**src/rtl/pipeline_hazard_ctrl.sv**
```systemverilog
// pipeline_hazard_ctrl: stall/flush sequencer for a 5-stage pipeline covering load-use,
// taken-branch and multi-cycle data-memory hazards, with a memory-timeout watchdog.
module pipeline_hazard_ctrl #(
   parameter int TIMEOUT = 16,
   parameter int CNT_W   = 32
) (
   input  logic             clk_i,
   input  logic             rst_i,
   input  logic             ID_EX_MemRead_i,
   input  logic [4:0]       ID_EX_Rd_i,
   input  logic [4:0]       IF_ID_Rs1_i,
   input  logic [4:0]       IF_ID_Rs2_i,
   input  logic             Branch_taken_i,
   input  logic             EX_MEM_MemAccess_i,
   input  logic             DMemAck_i,
   output logic             PCWrite_o,
   output logic             IF_ID_Write_o,
   output logic             IF_ID_Flush_o,
   output logic             ID_EX_Write_o,
   output logic             ID_EX_Bubble_o,
   output logic             EX_MEM_Write_o,
   output logic             MEM_WB_Bubble_o,
   output logic             DMemReq_o,
   output logic             Err_o,
   output logic [CNT_W-1:0] StallCnt_o,
   output logic [CNT_W-1:0] FlushCnt_o
);
   typedef enum logic [1:0] {RUN, MEM_WAIT, ERROR} state_t;
   localparam logic [7:0] TO = 8'(TIMEOUT);

   state_t state_q, state_d;
   logic [7:0] wait_q, wait_d;
   logic [CNT_W-1:0] stall_q, flush_q;
   logic active, memstall, loaduse;

   assign active   = !rst_i && state_q != ERROR;
   assign memstall = active && EX_MEM_MemAccess_i && !DMemAck_i;
   assign loaduse  = ID_EX_MemRead_i && ID_EX_Rd_i != 5'd0 &&
                     (ID_EX_Rd_i == IF_ID_Rs1_i || ID_EX_Rd_i == IF_ID_Rs2_i);

   // Priority: memory wait, then load-use, then taken branch
   assign PCWrite_o       = active && !memstall && !loaduse;
   assign IF_ID_Write_o   = active && !memstall && !loaduse;
   assign IF_ID_Flush_o   = active && !memstall && !loaduse && Branch_taken_i;
   assign ID_EX_Write_o   = active && !memstall;
   assign ID_EX_Bubble_o  = active && !memstall && loaduse;
   assign EX_MEM_Write_o  = active && !memstall;
   assign MEM_WB_Bubble_o = memstall;
   assign DMemReq_o       = active && EX_MEM_MemAccess_i;
   assign Err_o           = !rst_i && state_q == ERROR;
   assign StallCnt_o      = stall_q;
   assign FlushCnt_o      = flush_q;

   always_comb begin
      state_d = state_q;
      wait_d  = wait_q;
      if (state_q == RUN && memstall) begin
         state_d = MEM_WAIT;
         wait_d  = 8'd1;
      end else if (state_q == MEM_WAIT) begin
         if (!memstall) begin
            state_d = RUN;
            wait_d  = 8'd0;
         end else if (wait_q == TO) begin
            state_d = ERROR;
         end else begin
            wait_d = wait_q + 8'd1;
         end
      end
   end

   always_ff @(posedge clk_i or posedge rst_i) begin
      if (rst_i) begin
         state_q <= RUN;
         wait_q  <= 8'd0;
         stall_q <= '0;
         flush_q <= '0;
      end else begin
         state_q <= state_d;
         wait_q  <= wait_d;
         stall_q <= (active && !PCWrite_o && ~&stall_q) ? stall_q + 1'b1 : stall_q;
         flush_q <= (IF_ID_Flush_o && ~&flush_q) ? flush_q + 1'b1 : flush_q;
      end
   end
endmodule

```
**config.mk**
```make
export PLATFORM = sky130hd
export DESIGN_NAME = pipeline_hazard_ctrl
export DESIGN_NICKNAME = d
export VERILOG_FILES = /design/src/rtl/pipeline_hazard_ctrl.sv
export SDC_FILE = /design/constraint.sdc
export NUM_CORES = 1
export LEC_CHECK = 0
export CAP_MARGIN = 20
export CELL_PAD_IN_SITES_DETAIL_PLACEMENT = 1
export CELL_PAD_IN_SITES_GLOBAL_PLACEMENT = 1
export CORE_MARGIN = 2
export CORE_UTILIZATION = 39
export DETAILED_ROUTE_END_ITERATION = 16
export PLACE_DENSITY_LB_ADDON = 0.1
export SLEW_MARGIN = 20
export SYNTH_ARGS = -nofsm -noshare
export SYNTH_HDL_FRONTEND = slang
export SYNTH_SLANG_ARGS = --single-unit
```
**constraint.sdc**
```tcl
create_clock -name clk_i -period 2.9 [get_ports clk_i]
set_input_delay 0.87 -clock clk_i [delete_from_list [all_inputs] [get_ports clk_i]]
set_output_delay 0.87 -clock clk_i [all_outputs]
set_load 0.03 [all_outputs]
```
Word-level counts from Yosys, hierarchy flattened
Index checks and enable logic that the tools add are counted.
{ "classes": {"add_sub_neg": 3, "n_bitwise": 0, "n_eq_ne": 8, "magnitude_cmp": 0, "shift": 0, "multipliers": 0, "n_reduce_logical": 29, "mux": 8, "div_mod_pow": 0} }
{ "op_table": {"columns": ["cell", "n"], "rows": [
  ["$add 32x1->32 const B", 2],
  ["$reduce_and 32->1", 2],
  ["$mux 8", 4],
  ["$logic_and 1x1->1", 14],
  ["$eq 5x5->1", 2],
  ["$add 8x1->8 const B", 1],
  ["$eq 8x5->1 const B", 1],
  ["$mux 2", 4],
  ["$logic_not 1->1", 7],
  ["$reduce_bool 5->1", 1],
  ["$reduce_and 2->1", 2],
  ["$ne 3x1->1 const B", 1],
  ["$ne 3x3->1 const B", 1],
  ["$eq 2x1->1 const B", 1],
  ["$eq 2x2->1 const B", 1],
  ["$logic_not 2->1", 1],
  ["$ne 2x2->1 const B", 1],
  ["$reduce_bool 2->1", 1],
  ["$logic_or 1x1->1", 1]
]} }
{ "word_totals": {"n_memories": 0, "ff_bits": 74, "word_cells": 52, "mem_bits_rw": 0, "output_inout_bits": 73, "latch_bits": 0, "inputBits": 21, "romBits": 0} }

Logic depth before layout (Yosys ltp)
{ "logic_depth": {"depth_word": 10, "depth_mapped": 8} }

Worst setup path before layout
No wires, ideal clock.
{ "synth_timing": {"path_type": "input -> output", "from": "input EX_MEM_MemAccess_i", "to": "output PCWrite_o", "path_buffers": 1, "arrival_ps": 2414, "setup_slack_ps": -384, "stages": 4, "required_ps": 2030, "cell_sequence": "nor2b_1 -> nor3_2 -> nor2b_1 -> buf_4"} }
{ "synth_between": {"elab_chain_cells": 5} }
{ "synth_rtl": {"columns": ["item", "line_no", "rtl"], "rows": [
  ["start: declaration", "14", "input logic EX_MEM_MemAccess_i,"],
  ["$logic_and 1x1->1 (2 in series)", "37", "assign memstall = active && EX_MEM_MemAccess_i && !DMemAck_i;"],
  ["$logic_not 1->1", null, null],
  ["$logic_and 1x1->1", null, null],
  ["via EX_MEM_Write_o", "21", "output logic EX_MEM_Write_o,"],
  ["$logic_and 1x1->1", "42", "assign PCWrite_o = active && !memstall && !loaduse;"],
  ["end: declaration", "16", "output logic PCWrite_o,"]
]} }
The timed path passes the listed nets, and every way through them passes these cells.

Worst setup path after layout
{ "layout_timing": {"from": "input ID_EX_Rd_i[3]", "to": "output IF_ID_Write_o"} }
{ "layout_between": {"elab_chain_cells": 5} }
{ "layout_rtl": {"columns": ["item", "line_no", "rtl"], "rows": [
  ["start: declaration", "10", "input logic [4:0] ID_EX_Rd_i,"],
  ["$eq 5x5->1 / $reduce_bool 5->1 (equally long branches)", "39, 38", null],
  ["$logic_or 1x1->1 / $logic_and 1x1->1 (equally long branches)", "39, 38", null],
  ["$logic_and 1x1->1 *", "38", "assign loaduse = ID_EX_MemRead_i && ID_EX_Rd_i != 5'd0 &&"],
  ["$logic_not 1->1 *", "43", "assign IF_ID_Write_o = active && !memstall && !loaduse;"],
  ["$logic_and 1x1->1 *", "43", null],
  ["end: declaration", "17", "output logic IF_ID_Write_o,"]
]} }
Mark *: on every way between the ends. The rest lies on a longest branch, timed or not.

==> results.cfg <==
[timing]
fin_crit_sh_pct = 101
hold_viol = 0
clock_skew_ns = 0.0106
tightest_slew_ns = 0.728
period_minus_slack_ns = 2.94
relSlewSlack_pct = 51.5
layout_setup_ws_ns = -0.0407
finalSetupViolations = 4
fmaxAchievable_mhz = 340
rsz0062_at_grt = true
slew_violations = 0

[clock_tree]
clockBufferDepth = 2
root_buffer = clkbuf_8
clk_latency_ns = 0.36
clkTransAtPathRegs_ns = 0.07
cts_sinks = 74
cts_tree = built
cts_buffers = 9
ctsHtreeMaxLevel = 3
cts_hold_buf = 0

[detailed_routing]
drc = 0
dr.pass1.iters = 4
via_per_inst = 5.32
wire_per_inst_microns = 16.8
drt_wl_total_microns = 11200
dr.first_iter.drc_count = 90
antenna_left = 0
dr_total_vias = 3540

[power_and_ir_drop]
leakagePower_uw = 0.00243
irDropWorstVdd_uv = 393
p_per_area_nw_per_um2 = 500

[worst_setup_path]
r2r-end = FlushCnt_o[9]
crit_path_start = ID_EX_Rd_i[3]
reg2reg_from = FlushCnt_o[17]
cp-start-kind = input port
reg2reg_depth = 8
arrival_ns = 2.07
critPathRequiredTime_ns = 2.03
worstSetupPathType = input port to output port
crit_fanout = 3
reg2reg_slack_ns = 0.66
endpoint_kind = output port

[run_status]
status = finished with violations
violations = setup timing

[logic_synthesis]
postSynthAreaPerCell_sq_um = 10.2
yosys.area_share.simple_pct = 28.1
synthMuxAreaShare_pct = 0.797
synth_top_family_by_area = simple AND/OR/NAND/NOR gates
synth_area_leaders = dfrtp_1, xor2_1, xnor2_1
synth_edf_count = 0
yosysMostFrequentCell = dfrtp_1
yosys.area_share.xor_xnor_pct = 16.3
synthesis.instances = 401
synth_compound_area_share_pct = 5.15
ys_seq_area_share_pct = 45.4
synthAdderAreaFrac_pct = 1.23
async_flop_share_pct = 100
synth_top_area_share_pct = 45.4
ys_warn_count = 0
syn_area_sq_um = 4080
synth_cell_types = 51
syn_nets = 426
yosysTopAreaCell = dfrtp_1
synthTopCellsByCount = dfrtp_1, xor2_1, nand2_1
synth-seq-cells = 74
synth_top_flop_cell = dfrtp_1

[placement]
portBuffers = 93
place.gp.congestion = 0.819
numPlacedInstances = 644
postPlaceCellArea_sq_um = 5290
hpwlAfterDp_microns = 8290

[floorplan]
floorplan.initialDensity_pct = 39.9
rows = 37
dieArea_sq_um = 11300
die_x_microns = 106
coreArea_sq_um = 10200
die_y_microns = 106
io_pins = 94

[grt]
grt_overflow_total = 0
grt_max_degree = 57
antenna_found_initial = 1
grt_pass1_wl_microns = 18700
grtUsageTotal_pct = 21.0
grt_pass1_vias = 3732

[layout]
fin_area_sq_um = 5630
final_cells = 665
syn2layout_area_growth_pct = 37.9
nets = 550
layout-drive-gt1-share_pct = 20.8

[job]
maxCapViolCount = 0

[min_path]
hold_path_end = FlushCnt_o[20]
whs_path_depth = 1
hold_start = FlushCnt_o[20]
hold_path.class = flop to flop
==> what timing repair did <==
item / CTS / global route
setup endpoints to repair: 7 / 7
resized for setup: 62 / 14
pin swaps: 14 / 14
setup buffers: 4 / 2
==> how the worst max path moves through the flow <==
stage                          end  depth (start not counted)  slack [ns]
floorplan                PCWrite_o                          5       -0.14
global placement    ID_EX_Bubble_o                          6       -0.45
detailed placement  ID_EX_Bubble_o                          7       -0.49
CTS                  IF_ID_Write_o                          6       -0.07
global route         IF_ID_Write_o                          6       -0.07
finish               IF_ID_Write_o                          6       -0.04
==> critical path, stage by stage <==
cell     delay [ns]
buf_4          0.14
or4_4          0.51
o21ai_4        0.18
nor2_4         0.07
nor2b_4        0.15
buf_6          0.14
==> per-layer routing <==
layer	vias up	part of all wire [%]	GRT usage, %
met2	76	51	35.6
met5	-	0	0
met1	1790	44	26.5
li1	1661	-	-
met3	13	3.4	4.48
met4	0	1.7	7.33
==> final cells by class <==
type | instances | area, sq um
diodes | 1 | 2.50
clock buffers | 11 | 141
clock inverters | 3 | 65.1
fillers | 1167 | 4600
inverters | 16 | 63.8
multi-input cells | 301 | 2210
flip-flops and latches | 74 | 1850
well taps | 136 | 170
repair buffers | 123 | 1120
==> power by group <==
| part | total, uW | internal [uW] | switching, uW |
|---|---|---|---|
| Sequential | 1250 | 1120 | 129 |
| Combinational | 686 | 299 | 387 |
| Clock | 878 | 498 | 380 |
==> registers in the layout (all words and copies together), names as in the netlist <==
register / flops
wait_q: 8
state_q: 2
StallCnt_o: 32
FlushCnt_o: 32
==> through the flow <==
stage	setup TNS (ns)	hold WS (ns)	utilization [%]	power (uW)	setup slack, ns
after detailed placement	-14.17	0.486	51.7	1950	-0.491
after floorplan	-0.141	0.493	-	1630	-0.141
after global routing	-0.255	0.519	55.0	2950	-0.0717
after global placement	-12.18	0.473	51.7	1930	-0.446
final	-0.125	0.496	55.0	2820	-0.0407
after CTS	-0.274	0.500	54.6	2850	-0.0748
==> cells in the final DEF, fill, tap and decap left out, types with 4 or more instances in the layout <==
master and count:
xor2_1 42, xor2_2 8, and3_1 9, ha_1 4, nor4_2 17, clkdlybuf4s50_1 67
and4_1 6, clkbuf_8 10, inv_1 14, nor3_1 21, buf_2 5, nand2_1 37
nand3_1 26, o21ai_0 8, buf_6 6, nand4_1 21, buf_4 35, dfrtp_1 74
xnor2_1 26, nor2_1 23
==> cells by family (layout without fill, tap and decap cells) <==
kind of cell    Yosys count  count (layout)
flops                    74              74
compound gates           27              27
buf+inv                  26             153
simple gates            191             191
xor+xnor                 76              76
other cells               0               1
fa+ha+maj                 4               4
mux                       3               3
No activity file was read; power rests on OpenSTA's default activity.
